==> config.mk <==
export PLATFORM = sky130hd
export DESIGN_NAME = tdm_demux_rx
export DESIGN_NICKNAME = d
export VERILOG_FILES = /design/src/rtl/tdm_pkg.sv /design/src/rtl/tdm_slot_dec.sv /design/src/rtl/tdm_demux_rx.sv
export SDC_FILE = /design/constraint.sdc
export NUM_CORES = 1
export LEC_CHECK = 0
export ABC_AREA = 1
export CAP_MARGIN = 20
export CORE_ASPECT_RATIO = 0.7
export CORE_MARGIN = 2
export CORE_UTILIZATION = 40
export DETAILED_ROUTE_END_ITERATION = 10
export GPL_TIMING_DRIVEN = 0
export HOLD_SLACK_MARGIN = 0.06
export PLACE_DENSITY = 0.62
export RECOVER_POWER = 50
export SLEW_MARGIN = 20
export SYNTH_ARGS = -nofsm -noshare
export SYNTH_HDL_FRONTEND = slang
export SYNTH_SLANG_ARGS = --single-unit
==> constraint.sdc <==
create_clock -name CLK -period 2.2 [get_ports CLK]
set_input_delay 0.22 -clock CLK [delete_from_list [all_inputs] [get_ports CLK]]
set_output_delay 0.22 -clock CLK [all_outputs]
set_load 0.05 [all_outputs]
==> src/rtl/tdm_pkg.sv <==
// Shared types and constants for the 4-channel TDM receive path.
package tdm_pkg;

  typedef enum logic {
    HUNT   = 1'b0,
    LOCKED = 1'b1
  } state_t;

  localparam int NSLOT  = 4;
  localparam int SLOT_W = 2;

endpackage

==> src/rtl/tdm_slot_dec.sv <==
// Combinational 2-to-4 one-hot slot decoder, gated by the slot strobe.
module tdm_slot_dec
  import tdm_pkg::*;
(
  input  logic              en,
  input  logic [SLOT_W-1:0] slot,
  output logic [NSLOT-1:0]  sel
);

  genvar gi;
  generate
    for (gi = 0; gi < NSLOT; gi++) begin : g_dec
      assign sel[gi] = en && (slot == SLOT_W'(gi));
    end
  endgenerate

endmodule

==> src/rtl/tdm_demux_rx.sv <==
// TDM receive demux: frame-sync alignment with flywheel, slot steering, frame output.
// Optional TDM_RX_PARITY_EN adds P input and PAR_ERR pulse (even parity over frame + P).
module tdm_demux_rx
  import tdm_pkg::*;
#(
  parameter int W        = 8,
  parameter int MISS_MAX = 3
) (
  input  logic              CLK,
  input  logic              RST,
  input  logic              EN,
  input  logic              FS,
  input  logic [W-1:0]      D,
  output logic [4*W-1:0]    O,
  output logic [SLOT_W-1:0] SLOT,
  output logic              LOCK,
  output logic              FRAME_VALID,
  output logic              SYNC_ERR
`ifdef TDM_RX_PARITY_EN
  , input  logic            P
  , output logic            PAR_ERR
`endif
);

  localparam logic [3:0] MISS_LIM = 4'(MISS_MAX);

  state_t            state_reg, state_next;
  logic [SLOT_W-1:0] slot_reg, slot_next;
  logic [3:0]        miss_reg, miss_next, miss_inc;
  logic [W-1:0]      shadow_reg [0:NSLOT-2];
  logic [4*W-1:0]    o_reg;
  logic              fv_reg, serr_reg, serr_next;
  logic [NSLOT-2:0]  sh_we;
  logic              frame_done;
  logic [NSLOT-1:0]  sel;

  tdm_slot_dec u_slot_dec (
    .en   (EN),
    .slot (slot_reg),
    .sel  (sel)
  );

  assign miss_inc = miss_reg + 4'd1;

  always_comb begin
    state_next = state_reg;
    slot_next  = slot_reg;
    miss_next  = miss_reg;
    sh_we      = '0;
    frame_done = 1'b0;
    serr_next  = 1'b0;
    case (state_reg)
      HUNT: begin
        if (EN && FS) begin
          sh_we[0]   = 1'b1;
          slot_next  = 2'd1;
          state_next = LOCKED;
          miss_next  = '0;
        end
      end
      LOCKED: begin
        if (EN && FS) begin
          // Sync on any slot realigns; off-slot-0 sync drops the partial frame.
          serr_next = (slot_reg != '0);
          sh_we[0]  = 1'b1;
          slot_next = 2'd1;
          miss_next = '0;
        end else if (sel[3]) begin
          frame_done = 1'b1;
          slot_next  = '0;
        end else if (sel[0]) begin
          // Flywheel: keep receiving on a missing sync until MISS_MAX in a row.
          if (miss_inc == MISS_LIM) begin
            state_next = HUNT;
            slot_next  = '0;
            miss_next  = '0;
          end else begin
            miss_next = miss_inc;
            sh_we[0]  = 1'b1;
            slot_next = 2'd1;
          end
        end else if (sel[2:1] != '0) begin
          sh_we     = sel[2:0];
          slot_next = slot_reg + 2'd1;
        end
      end
      default: state_next = HUNT;
    endcase
  end

  always_ff @(posedge CLK) begin
    if (RST) begin
      state_reg <= HUNT;
      slot_reg  <= '0;
      miss_reg  <= '0;
      o_reg     <= '0;
      fv_reg    <= 1'b0;
      serr_reg  <= 1'b0;
    end else begin
      state_reg <= state_next;
      slot_reg  <= slot_next;
      miss_reg  <= miss_next;
      fv_reg    <= frame_done;
      serr_reg  <= serr_next;
      if (frame_done)
        o_reg <= {D, shadow_reg[2], shadow_reg[1], shadow_reg[0]};
    end
  end

  genvar gi;
  generate
    for (gi = 0; gi < NSLOT - 1; gi++) begin : g_shadow
      always_ff @(posedge CLK) begin
        if (RST)
          shadow_reg[gi] <= '0;
        else if (sh_we[gi])
          shadow_reg[gi] <= D;
      end
    end
  endgenerate

`ifdef TDM_RX_PARITY_EN
  logic par_err_reg;
  logic frame_par;

  assign frame_par = ^{D, shadow_reg[2], shadow_reg[1], shadow_reg[0], P};

  always_ff @(posedge CLK) begin
    if (RST)
      par_err_reg <= 1'b0;
    else
      par_err_reg <= frame_done && frame_par;
  end

  assign PAR_ERR = par_err_reg;
`endif

  assign O           = o_reg;
  assign SLOT        = slot_reg;
  assign LOCK        = (state_reg == LOCKED);
  assign FRAME_VALID = fv_reg;
  assign SYNC_ERR    = serr_reg;

endmodule

==> flow_summary.toml <==
[worst_setup_path]
startpoint_type = "flip-flop"
cp_cell_sequence = "inv_1 > ha_1 > nand2_2 > clkinv_1 > nand3_1 > nand2_2 > nand2_2 > nand3_1"
cp_top_family = "simple AND/OR/NAND/NOR gates"
crit_buf_inv = 2
r2r_end = "shadow_reg[0][6]"
reg2reg_from = "SLOT[0]"
crit_type = "flip-flop to flip-flop"
critPathSlowestCell = "dfxtp_1"
crit_path_end_kind = "flip-flop"
reg2reg_slack_ps = 260
r2r_cells = 8
max_stage_delay_ps = 390
path_max_fanout = 8
startpoint = "SLOT[0]"
arrival_ps = 1910
cp_data_required_time_ps = 2160
critPathMostFrequentCell = "nand2_2"

[pwr]
p_leak_nw = 1.439
ir_worst_vdd_mv = 0.3067
powerDensity_mw_per_mm2 = 704.1

[clock_tree]
cts_buffers = 9
clkTransAtPathRegs_ps = 70
cts_max_level = 3
cts_tree = "done"
clk_path_buf_depth = 2
insertion_delay_ps = 340
cts.hold.buffers_added = 0
cts_resized = 0
root_buffer = "clkbuf_8"
cts.sink_count = 65
post_cts_buffers = 0

[synthesis]
synth_commonest_cells = "75 x nor2_1, 41 x dfxtp_1, 24 x edfxtp_1, 24 x o21ai_0, 23 x nand2_1"
ys.flop_type = "dfxtp_1"
yosysTopAreaCellShare_pct = 31.51
synth_warnings = 0
synth.distinct_cells = 26
synth_most_common_cell = "nor2_1"
synth_edf_count = 24
syn-instance-count = 280
synth_area_leaders = "dfxtp_1 32%, edfxtp_1 28%, nor2_1 11%"
synth_nets = 298
async_reset_ff_share_pct = 0
synth_seq_cells = 65
netlist_area_mm2 = 0.002605
yosysTopAreaCell = "dfxtp_1"
avgSynthCellArea_um2 = 9.304
seq_area_frac_synth_pct = 59.17

[global_routing]
antenna_found_initial = 0
grt_max_degree = 12
grt_pass1_vias = 1978
grt_pass1_wl_um = 9722
track_usage_pct = 18.05
overflow = 0

[drt]
wl_um = 5817
num_vias = 1992
ant_nets = 0
drt_pre_antenna_iters = 4
drc = 0
drtIter0Drc = 121
viasPerCell = 4.720
wl_per_cell_um = 13.78

[timing]
timing.fmax_mhz = 514.3
layout_setup_ws_ps = 255.7
setup_tns_ps = 0
final_hold_viol_count = 0
slew_violations = 0
worst_clock_skew_ps = 10.71
timing.slew.headroom_pct = 57.43
rsz0062_at_grt = "false"
setup_violations = 0
period_needed_ps = 1944
fin_crit_sh_pct = 88.38
tightest_slew_ps = 636.2

[final_layout]
n_antenna_cell = 0
nets = 357
regArea_mm2 = 0.001541
fill_cells = 586
final_area_mm2 = 0.003297
area_growth_pct = 26.56
multiInputGateArea_um2 = 873.3
postLayoutCoreUtil_pct = 52.53
largest_reg_flops = 32
drive_gt1_share_pct = 10.47
layout.cells.non_filler = 422

[floorplanning]
start_util_pct = 41.51
core_area_mm2 = 0.006276
die_y_um = 71.52
die-area_mm2 = 0.007185
core.rowCount = 24
ios = 49
die_w_um = 100.5

[place]
dpl_cell_area_mm2 = 0.003183
place.gp.congestion = 0.7921
dpl.hpwl_um = 4131
dp.cells = 406
dp_slack_ps = 65.40
io_buffer_count = 48

[job]
cap_violations = 0

[hold_path]
worstHoldPathCells = 2
min_from = "shadow_reg[1][3]"
hold_path.class = "flip-flop to flip-flop"
hold_end = "O[11]"

[outcome]
status = "complete, no violations"
## how the worst max path moves through the flow
stage	endpoint	slack, ps	cells past startpoint
after floorplan	shadow_reg[0][0]	200	8
after global placement	shadow_reg[0][6]	100	4
after detailed placement	shadow_reg[0][6]	70	4
after CTS	shadow_reg[0][6]	260	8
after global routing	shadow_reg[0][3]	80	8
final	shadow_reg[0][6]	260	8
## placed cells by master (no fill, tap or decap)
master and count:
nor2_1 76, dfxtp_1 41, clkdlybuf4s50_1 37, o21ai_0 29, nand2_1 24, edfxtp_1 24
inv_1 21, a21oi_1 15, dlygate4sd3_1 11, clkbuf_8 10, nor2_2 8, nand3_1 7
clkbuf_2 6, o21ai_1 6, ha_1 6, clkbuf_1 5, nand2_2 4, nand2_4 3
clkinv_2 2, nand4_1 1, clkinv_1 1, inv_4 1, buf_4 1, buf_1 1
o21bai_1 1, o21a_1 1, o211ai_1 1, clkinvlp_4 1
## cell type report
type / instances / area share, %
clock inverter: 3 / 0.5313
inverter: 23 / 2.694
tap: 78 / 2.960
multi-input combinational: 182 / 26.49
sequential: 65 / 46.76
timing repair buffer: 48 / 14.57
clock buffer: 13 / 4.516
buffer: 10 / 1.480
## layer usage
| layer | share of wire (%) | track usage [%] | vias up |
|---|---|---|---|
| met2 | 41 | 25.73 | 44 |
| met4 | 1.1 | 5.784 | 0 |
| li1 | - | - | 1024 |
| met5 | 0 | 0 | - |
| met3 | 4.7 | 6.829 | 6 |
| met1 | 53 | 25.50 | 918 |
## power by group
group	switching (mW)	internal (mW)	total, mW
registers	0.0159	1.28	1.29
clock network	0.432	0.437	0.869
logic	0.105	0.0532	0.158
## tightest hold or removal path, delay by kind of cell, from the launching register on
family           cells  cell delay, ps
flip-flops           1             320
AND/OR/NAND/NOR      2             130
## cells by family (layout without fill, tap and decap cells)
group                    after synthesis  in the layout  synth area share [%]
flip-flops                            65             65                 59.17
adder cells (fa/ha/maj)                6              6                 2.882
AO/OA/AOI/OAI                         53             53                 10.47
buffers and inverters                 33             97                 6.196
AND/OR/NAND/NOR                      123            123                 21.28
## per-stage QoR
step                power, mW  hold WS (ps)
finish                  2.321         470.0
global route            2.419         502.7
CTS                     2.352         473.1
detailed placement      1.483         461.7
global placement        1.482         455.2
floorplan               1.419         289.1
Power figures use the tool's default switching activity.
